File: config.mk
export PLATFORM = sky130hd
export DESIGN_NAME = nco_phase_sequencer_flat
export DESIGN_NICKNAME = d
export VERILOG_FILES = /design/src/rtl/nco_phase_sequencer_if.sv /design/src/rtl/nco_phase_sequencer.sv /design/src/flat_wrapper.sv
export SDC_FILE = /design/constraint.sdc
export NUM_CORES = 1
export LEC_CHECK = 0
export CAP_MARGIN = 20
export CORE_ASPECT_RATIO = 1.5
export CORE_UTILIZATION = 45
export CTS_BUF_LIST = sky130_fd_sc_hd__clkbuf_2 sky130_fd_sc_hd__clkbuf_4 sky130_fd_sc_hd__clkbuf_8
export DETAILED_ROUTE_END_ITERATION = 10
export PLACE_DENSITY = 0.67
export SYNTH_ARGS = -nofsm -noshare
export SYNTH_HDL_FRONTEND = slang
export SYNTH_SLANG_ARGS = --single-unit
export TNS_END_PERCENT = 5
File: constraint.sdc
create_clock -name ip_clock -period 2.95 [get_ports ip_clock]
set_clock_uncertainty 0.2 [all_clocks]
set_input_delay 0.59 -clock ip_clock [delete_from_list [all_inputs] [get_ports ip_clock]]
set_output_delay 0.59 -clock ip_clock [all_outputs]
set_load 0.005 [all_outputs]
File: src/rtl/nco_phase_sequencer_if.sv
// rtl/nco_phase_sequencer_if.sv - phase stream between the sequencer and the NCO lookup stage
// master = sequencer (drives phase/valids), slave = NCO side (drives ready back-pressure).
interface nco_phase_sequencer_if;
    logic [2:0] op_phase;
    logic       op_phase_valid;
    logic       op_sample_valid;
    logic       ip_ready;

    modport master (
        output op_phase,
        output op_phase_valid,
        output op_sample_valid,
        input  ip_ready
    );

    modport slave (
        input  op_phase,
        input  op_phase_valid,
        input  op_sample_valid,
        output ip_ready
    );
endinterface

File: src/rtl/nco_phase_sequencer.sv
// rtl/nco_phase_sequencer.sv - phase-accumulator burst/continuous sequencer for the sine/cosine NCO
// Optional NCO_PHASE_ROUND_EN: issued phase rounds to nearest instead of truncating.
module nco_phase_sequencer #(
    parameter int ACC_W = 16,
    parameter int CNT_W = 12
) (
    input  logic                  ip_clock,
    input  logic                  ip_reset,
    input  logic                  ip_start,
    input  logic                  ip_stop,
    input  logic [ACC_W-1:0]      ip_ftw,
    input  logic                  ip_ftw_load,
    input  logic [2:0]            ip_phase_offset,
    input  logic [CNT_W-1:0]      ip_burst_len,
    nco_phase_sequencer_if.master nco,
    output logic                  op_busy,
    output logic                  op_done,
    output logic [CNT_W-1:0]      op_sample_count
);

    typedef enum logic [1:0] {
        ST_IDLE  = 2'd0,
        ST_RUN   = 2'd1,
        ST_HOLD  = 2'd2,
        ST_FLUSH = 2'd3
    } state_t;

    state_t           state_q, state_d;
    logic [ACC_W-1:0] acc_q, acc_d;
    logic [ACC_W-1:0] ftw_act_q, ftw_act_d;
    logic [ACC_W-1:0] ftw_sh_q, ftw_sh_d;
    logic [CNT_W-1:0] burst_q, burst_d;
    logic [CNT_W-1:0] cnt_q, cnt_d;
    logic [2:0]       phase_q, phase_d;
    logic             pvalid_q, pvalid_d;
    logic             svalid_q, svalid_d;
    logic             busy_q, busy_d;
    logic             done_q, done_d;

    logic [ACC_W:0]   acc_sum;
    logic [ACC_W-1:0] ftw_next;
    logic [CNT_W-1:0] cnt_inc;
    logic [2:0]       phase_src;
    logic             burst_end;

    // A load on the same edge as a start or wrap hands the fresh word straight through.
    assign ftw_next  = ip_ftw_load ? ip_ftw : ftw_sh_q;
    assign acc_sum   = {1'b0, acc_q} + {1'b0, ftw_act_q};
    assign cnt_inc   = cnt_q + CNT_W'(1);
    assign burst_end = (burst_q != '0) && (cnt_inc == burst_q);

`ifdef NCO_PHASE_ROUND_EN
    // Adding half an LSB of the 3-bit index only carries in when the next bit down is set.
    assign phase_src = acc_q[ACC_W-1:ACC_W-3] + {2'b00, acc_q[ACC_W-4]};
`else
    assign phase_src = acc_q[ACC_W-1:ACC_W-3];
`endif

    always_comb begin
        state_d   = state_q;
        acc_d     = acc_q;
        ftw_act_d = ftw_act_q;
        ftw_sh_d  = ip_ftw_load ? ip_ftw : ftw_sh_q;
        burst_d   = burst_q;
        cnt_d     = cnt_q;
        phase_d   = phase_q;
        pvalid_d  = 1'b0;
        svalid_d  = pvalid_q;
        done_d    = 1'b0;

        case (state_q)
            ST_IDLE: begin
                if (ip_start) begin
                    acc_d     = '0;
                    cnt_d     = '0;
                    burst_d   = ip_burst_len;
                    ftw_act_d = ftw_next;
                    state_d   = ST_RUN;
                end
            end
            ST_RUN: begin
                if (ip_stop) begin
                    state_d = ST_FLUSH;
                end else if (!nco.ip_ready) begin
                    state_d = ST_HOLD;
                end else begin
                    phase_d  = phase_src + ip_phase_offset;
                    pvalid_d = 1'b1;
                    acc_d    = acc_sum[ACC_W-1:0];
                    cnt_d    = cnt_inc;
                    if (acc_sum[ACC_W]) begin
                        ftw_act_d = ftw_next;
                    end
                    if (burst_end) begin
                        state_d = ST_FLUSH;
                    end
                end
            end
            ST_HOLD: begin
                if (ip_stop) begin
                    state_d = ST_FLUSH;
                end else if (nco.ip_ready) begin
                    state_d = ST_RUN;
                end
            end
            ST_FLUSH: begin
                done_d  = 1'b1;
                state_d = ST_IDLE;
            end
            default: state_d = ST_IDLE;
        endcase

        busy_d = (state_d != ST_IDLE);
    end

    always_ff @(posedge ip_clock or negedge ip_reset) begin
        if (!ip_reset) begin
            state_q   <= ST_IDLE;
            acc_q     <= '0;
            ftw_act_q <= '0;
            ftw_sh_q  <= '0;
            burst_q   <= '0;
            cnt_q     <= '0;
            phase_q   <= '0;
            pvalid_q  <= 1'b0;
            svalid_q  <= 1'b0;
            busy_q    <= 1'b0;
            done_q    <= 1'b0;
        end else begin
            state_q   <= state_d;
            acc_q     <= acc_d;
            ftw_act_q <= ftw_act_d;
            ftw_sh_q  <= ftw_sh_d;
            burst_q   <= burst_d;
            cnt_q     <= cnt_d;
            phase_q   <= phase_d;
            pvalid_q  <= pvalid_d;
            svalid_q  <= svalid_d;
            busy_q    <= busy_d;
            done_q    <= done_d;
        end
    end

    assign nco.op_phase        = phase_q;
    assign nco.op_phase_valid  = pvalid_q;
    assign nco.op_sample_valid = svalid_q;
    assign op_busy             = busy_q;
    assign op_done             = done_q;
    assign op_sample_count     = cnt_q;

endmodule

File: src/flat_wrapper.sv
// flat-port wrapper written by rule: the top's interface ports become plain ports
module nco_phase_sequencer_flat 
#(
    parameter int ACC_W = 16,
    parameter int CNT_W = 12
)
  (ip_clock, ip_reset, ip_start, ip_stop, ip_ftw, ip_ftw_load, ip_phase_offset, ip_burst_len, op_busy, op_done, op_sample_count, nco_op_phase, nco_op_phase_valid, nco_op_sample_valid, nco_ip_ready);
  nco_phase_sequencer_if nco_i ();
  input  logic ip_clock;
  input  logic ip_reset;
  input  logic ip_start;
  input  logic ip_stop;
  input  logic [ACC_W-1:0] ip_ftw;
  input  logic ip_ftw_load;
  input  logic [2:0] ip_phase_offset;
  input  logic [CNT_W-1:0] ip_burst_len;
  output logic op_busy;
  output logic op_done;
  output logic [CNT_W-1:0] op_sample_count;
  output wire logic [$bits(nco_i.op_phase)-1:0] nco_op_phase;
  output wire logic [$bits(nco_i.op_phase_valid)-1:0] nco_op_phase_valid;
  output wire logic [$bits(nco_i.op_sample_valid)-1:0] nco_op_sample_valid;
  input wire logic [$bits(nco_i.ip_ready)-1:0] nco_ip_ready;
  assign nco_op_phase = nco_i.op_phase;
  assign nco_op_phase_valid = nco_i.op_phase_valid;
  assign nco_op_sample_valid = nco_i.op_sample_valid;
  assign nco_i.ip_ready = nco_ip_ready;
  nco_phase_sequencer #(.ACC_W(ACC_W), .CNT_W(CNT_W)) u_core (.ip_clock(ip_clock), .ip_reset(ip_reset), .ip_start(ip_start), .ip_stop(ip_stop), .ip_ftw(ip_ftw), .ip_ftw_load(ip_ftw_load), .ip_phase_offset(ip_phase_offset), .ip_burst_len(ip_burst_len), .nco(nco_i), .op_busy(op_busy), .op_done(op_done), .op_sample_count(op_sample_count));
endmodule
==> run metrics, run 1 <==
RSZ-0062 raised after global routing=no; DRT antenna net count=0; crit path kind=reg -> reg; #FFs+latches synth=81; Max clock buf depth=2; Slew HR=0.6701; Final Setup Violations=0; die area=9874 um^2; P_int=2.841 mW; total power=4.466 mW; Synth Area in Adders=0.06222; Vert. Die Dim=121.2 um; CP endpoint kind=register; Flop pwr share=0.393; Metal-1 WL=3614 um; multiplexer share of the synthesized area=0.1321; worst path arrival time=2750 ps; num rows=43; Die Wd=81.47 um; Distinct cells, synth=52; Top Metal Used=met4; syn_nets=440; sequential fraction of the synthesis area=0.4755; simple-gate share of the synthesized area=0.09627; PD cells=875.5 nW/um^2; Final Max Slew Viols=0; Net Switching=1.625 mW; nets=500; Sw Share=0.3638; antenna violations before repair=0; largest net degree at the start of global routing=44; cts hold-fix bufs=0; I/O pin count=56; most common cell in the netlist=dfrtp_1; fin crit share=0.9161; via/cell ratio=5.408; Mapped Cells=383; setup_tns=0 ps; Yosys top cell by area=dfrtp_1; P_leak=2.240 nW; VDD IR max=529.7 uV; Syn-to-layout area delta=19.67%; CTS H-tree depth=3; Buffers on Ports=55; worst slew pin tran=482.4 ps; Post-synth EDFFs=0; final hold slack=-1.947 ps; Worst Hold Class=in -> async; crit path launch type=register; routed wire length=8283 um; worst r2r src=u_core.ftw_act_q[2]; Mapped Area=4263 um^2; Synth Flop Type=dfrtp_1; XOR/XNOR share of the synthesized area=0.06986; outcome=finished with violations; Skew-Pair Late Insertion Delay=370 ps; Synth top cells by count=dfrtp_1, o21ai_0, nand2_1, mux2_2, xnor2_1; flop2flop setup slack=250 ps; Clock Sink Count=81; WL met3=286 um; Core Region=9200 um^2; combinational family with the most area after synthesis=compound AO/OA/AOI/OAI gates; complex-gate fraction of the synthesized area=0.1335; WL per Instance=14.87 um; vias in the first global route=3051; post-CTS setup buffer count=0; TritonRoute pass-1 iters=4; Avg Cell Area, Syn=11.13 um^2; layout cells sized above 1=0.1640; GRT Util Overall=0.1937; max_cap viols=0; crit-path max FO=8; DRT iter0 DRCs=142; failing checks=hold timing; post_cts resized=0; Antenna Cells=0; worst path required time=2990 ps; first-pass GRT wire length=14320 um; fillers=814; highest clock rate=370.0 MHz; HPWL Detailed=6031 um; Synth Warn #=0; Starting Density=0.4633; min Tclk post-route=2703 ps; gpl congestion=0.8990; Final Hold Fails=1; CTS tree=built; WL met2=4147 um; Reg clk slew, reported paths=70 ps; top cell type's share of synthesized area=0.4755; GR Overflow Total=0; TritonCTS Buffers=9; via count=3012; R2R Path End=u_core.ftw_act_q[0]; dominant cells by area after synthesis=dfrtp_1, mux2_2, ha_1, o21ai_0, xnor2_1; residual DRC count=0; Root Driver=clkbuf_8; ys async rst share=1.000; Worst Reg-to-Reg Cells=8; power share of the clock group=0.159; Combinational Power Share=0.448
-- state kept, by name, summed over array words and instances (netlist names) --
signal                      flops
u_core.acc_q                   16
u_core.ftw_act_q               16
u_core.ftw_sh_q                16
u_core.burst_q                 12
u_core.op_sample_count         12
u_core.nco.op_phase             3
u_core.state_q                  2
u_core.nco.op_phase_valid       1
u_core.nco.op_sample_valid      1
u_core.op_busy                  1
u_core.op_done                  1
-- cell families after synthesis --
kind of cell,count (synthesis)
AOI/OAI and AO/OA,88
xor gates and xnor gates,34
DFF,81
buffers and inverters,26
and+or+nand+nor,87
muxes,47
adders and majority gates,20
-- metrics by stage --
step / cell area, um^2 / hold slack, ps / cells / utilization / worst slack, ps
after CTS: 5101 / 1.878 / 557 / 0.5545 / 228.5
after detailed placement: 4943 / 167.5 / 544 / 0.5373 / 238.3
after global placement: 4943 / 160.4 / 544 / 0.5373 / 269.9
final: 5101 / -1.947 / 557 / 0.5545 / 247.5
after global routing: 5101 / 21.71 / 557 / 0.5545 / 140.9
after floorplan: 4263 / 94.41 / 383 / - / 246.5
-- critical path, cell delays in order (launching register included) --
cell and delay (ps):
dfrtp_1 390, ha_1 350, a21o_2 150, a21oi_2 70, o21a_4 220, o311a_2 420, a211oi_4 220, buf_4 220
mux2_2 350
-- routing by layer --
layer  track usage  up-vias
li1              -     1482
met1        0.2373     1455
met2        0.3109       60
met3       0.04737       15
met4       0.09710        0
met5             0        -
-- final cells by class --
cell class              instances  area [um^2]  area share
multi-input cells             276         2111      0.4138
flip-flops and latches         81         2027      0.3974
repair buffers                 63        620.6      0.1217
clock buffers                  12        152.6     0.02992
well taps                     112        140.1     0.02747
inverters                      12        45.04    0.008830
clock inverters                 1        5.005   0.0009811
-- power groups by stage --
stage,clock [mW],combinational (mW),sequential (mW)
6_report,0.710,2.00,1.76
3_5_place_dp,0,2.01,1.78
3_3_place_gp,0,1.97,1.77
5_1_grt,0.782,2.24,1.81
2_1_floorplan,0,1.57,1.69
4_1_cts,0.738,2.02,1.76
-- worst max path at each step --
stage	from	end	slack, ps	cells after the start
global route	u_core.ftw_act_q[0]	u_core.ftw_act_q[5]	140	9
finish	u_core.ftw_act_q[2]	u_core.ftw_act_q[0]	250	8
CTS	u_core.ftw_act_q[2]	u_core.ftw_act_q[2]	230	8
global placement	nco_ip_ready	u_core.ftw_act_q[0]	270	8
floorplan	u_core.ftw_act_q[2]	u_core.ftw_act_q[10]	250	8
detailed placement	u_core.ftw_act_q[2]	u_core.ftw_act_q[2]	240	8
-- placed cells by master, fill, tap and decap left out, drive strengths merged, types with 4 or more instances in the layout --
master / instances
buf: 9
and3: 4
nor3: 5
xor2: 15
inv: 12
dfrtp: 81
nand2: 37
nor2: 16
o31ai: 5
ha: 18
o21a: 4
nand3: 5
a21oi: 14
o21bai: 4
xnor2: 19
nand4: 5
mux2: 44
clkdlybuf4s50: 54
clkbuf: 12
o21ai: 38
Note: power is estimated with default switching activity, not from simulation.
==> run 2: changes to the inputs <==
clock period = 3.3 ns   (was 2.95 ns; I/O delays follow)
==> run 2 against run 1 <==
The run now ends clean. Count of clock-buffer cells in the layout rose by 2. Utilization rose by 0.26 points. Clock power fell by 6.2%.
==> run metrics, run 2 (same netlist as run 1, synthesis figures left out) <==
outcome=finished clean; antenna violations before repair=0; DRT antenna net count=0; biggest regs=u_core.acc_q: 16 flops, u_core.ftw_act_q: 16 flops, u_core.ftw_sh_q: 16 flops; Final Max Slew Viols=0; fin crit share=0.8400; post-CTS setup buffer count=0; Syn-to-layout area delta=20.22%; Root Driver=clkbuf_8; Core Region=9200 um^2; Buffers on Ports=55; leading cell type in the layout, fill and taps excluded=dfrtp_1; via count=3060; Final Hold Fails=0; post_cts resized=0; flop2flop setup slack=530 ps; cts hold-fix bufs=0; WL met3=235 um; largest net degree at the start of global routing=82; P_leak=2.251 nW; Reg clk slew, reported paths=80 ps; worst path required time=3350 ps; Top Metal Used=met4; Final Setup Violations=0; TritonCTS Buffers=9; PD cells=787.9 nW/um^2; RSZ-0062 raised after global routing=no; gpl congestion=0.8961; Metal-1 WL=3678 um; Vert. Die Dim=121.2 um; HPWL Detailed=6138 um; slowest stage delay, CP=420 ps; CTS tree=built; most frequent cells in the layout=dfrtp_1, clkdlybuf4s50_1, o21ai_0; setup_tns=0 ps; Starting Density=0.4633; worst slew pin tran=586.1 ps; GRT Util Overall=0.1967; vias in the first global route=3143; crit-path max FO=9; Max clock buf depth=2; worst path arrival time=2820 ps; CP endpoint kind=register; fillers=809; Area after DPL=4923 um^2; Skew-Pair Late Insertion Delay=360 ps; nets=500; Antenna Cells=0; Slew HR=0.5992; crit path launch type=register; I/O pin count=56; Clock Sink Count=81; layout cells sized above 1=0.1659; WL per Instance=15.47 um; num rows=43; crit path kind=reg -> reg; Multi-input gate area=2111 um^2; first-pass GRT wire length=14550 um; Sequential Area=2027 um^2; Die Wd=81.47 um; Worst Hold Class=in -> async; highest clock rate=360.8 MHz; die area=9874 um^2; DRT iter0 DRCs=127; via/cell ratio=5.484; Slowest-stage cell, CP=o311a_2; max_cap viols=0; GR Overflow Total=0; residual DRC count=0; TritonRoute pass-1 iters=4; cells along the critical path=ha_1, fa_1, a21o_2, a21oi_2, o21a_4, o311a_2, a211oi_4, buf_4, mux2_4; WL met2=4469 um; CTS H-tree depth=3; routed wire length=8633 um; post-route cell area=5125 um^2; min Tclk post-route=2772 ps; VDD IR max=464.1 uV
-- run 2: cell count changes in the layout (fill, tap and decap cells not counted) --
cell      change
buf_12        -1
buf_16        +1
clkinv_2      -1
clkbuf_4      +1
clkbuf_8      +1
-- run 2: per-layer routing --
metal	track usage	vias up
met5	0	-
met4	0.1161	0
met3	0.02932	18
met2	0.3255	57
met1	0.2365	1502
li1	-	1483
-- run 2: cell type report --
class / instances / share of cell area
Tap cell: 112 / 0.02734
Clock buffer: 14 / 0.03394
Sequential cell: 81 / 0.3955
Timing Repair Buffer: 63 / 0.1226
Multi-Input combinational cell: 276 / 0.4119
Inverter: 12 / 0.008789
-- run 2: worst paths after layout --
| kind | start | endpoint | cells after the start |
|---|---|---|---|
| worst max-delay path | u_core.acc_q[0] | u_core.ftw_act_q[11] | 9 |
| worst min-delay path | ip_reset | u_core.ftw_sh_q[1] | 1 |
| worst max register to register | u_core.acc_q[0] | u_core.ftw_act_q[11] | 9 |
| worst min register to register | u_core.nco.op_phase_valid | u_core.nco.op_sample_valid | 0 |
| max in group asynchronous | ip_reset | u_core.op_sample_count[8] | 2 |
| min in group ip_clock | u_core.nco.op_phase_valid | u_core.nco.op_sample_valid | 0 |
-- run 2: power breakdown --
part | total, mW | internal [mW] | switching [mW] | leakage (nW)
Clock | 0.666 | 0.332 | 0.333 | 0.0929
Sequential | 1.58 | 1.31 | 0.263 | 1.01
Combinational | 1.80 | 0.933 | 0.864 | 1.15
Total | 4.04 | 2.58 | 1.46 | 2.25
-- run 2: worst max-delay path, delay by kind of cell (launching register included) --
family          cells  cell delay (ps)
buf+inv             1              250
mux                 1              320
fa+ha+maj           2              420
compound gates      5             1110
flops               1              360
-- run 2: stage by stage --
| stage | hold WS [ps] | std cells | worst slack (ps) | power, mW | utilization |
|---|---|---|---|---|---|
| after CTS | 184.9 | 557 | 529.0 | 4.078 | 0.5541 |
| after floorplan | 164.4 | 383 | 596.5 | 2.915 | - |
| after detailed placement | 166.9 | 543 | 496.3 | 3.398 | 0.5352 |
| final | 61.00 | 558 | 528.1 | 4.038 | 0.5571 |
| after global routing | 89.15 | 558 | 429.2 | 4.351 | 0.5571 |
| after global placement | 159.5 | 543 | 550.1 | 3.342 | 0.5352 |
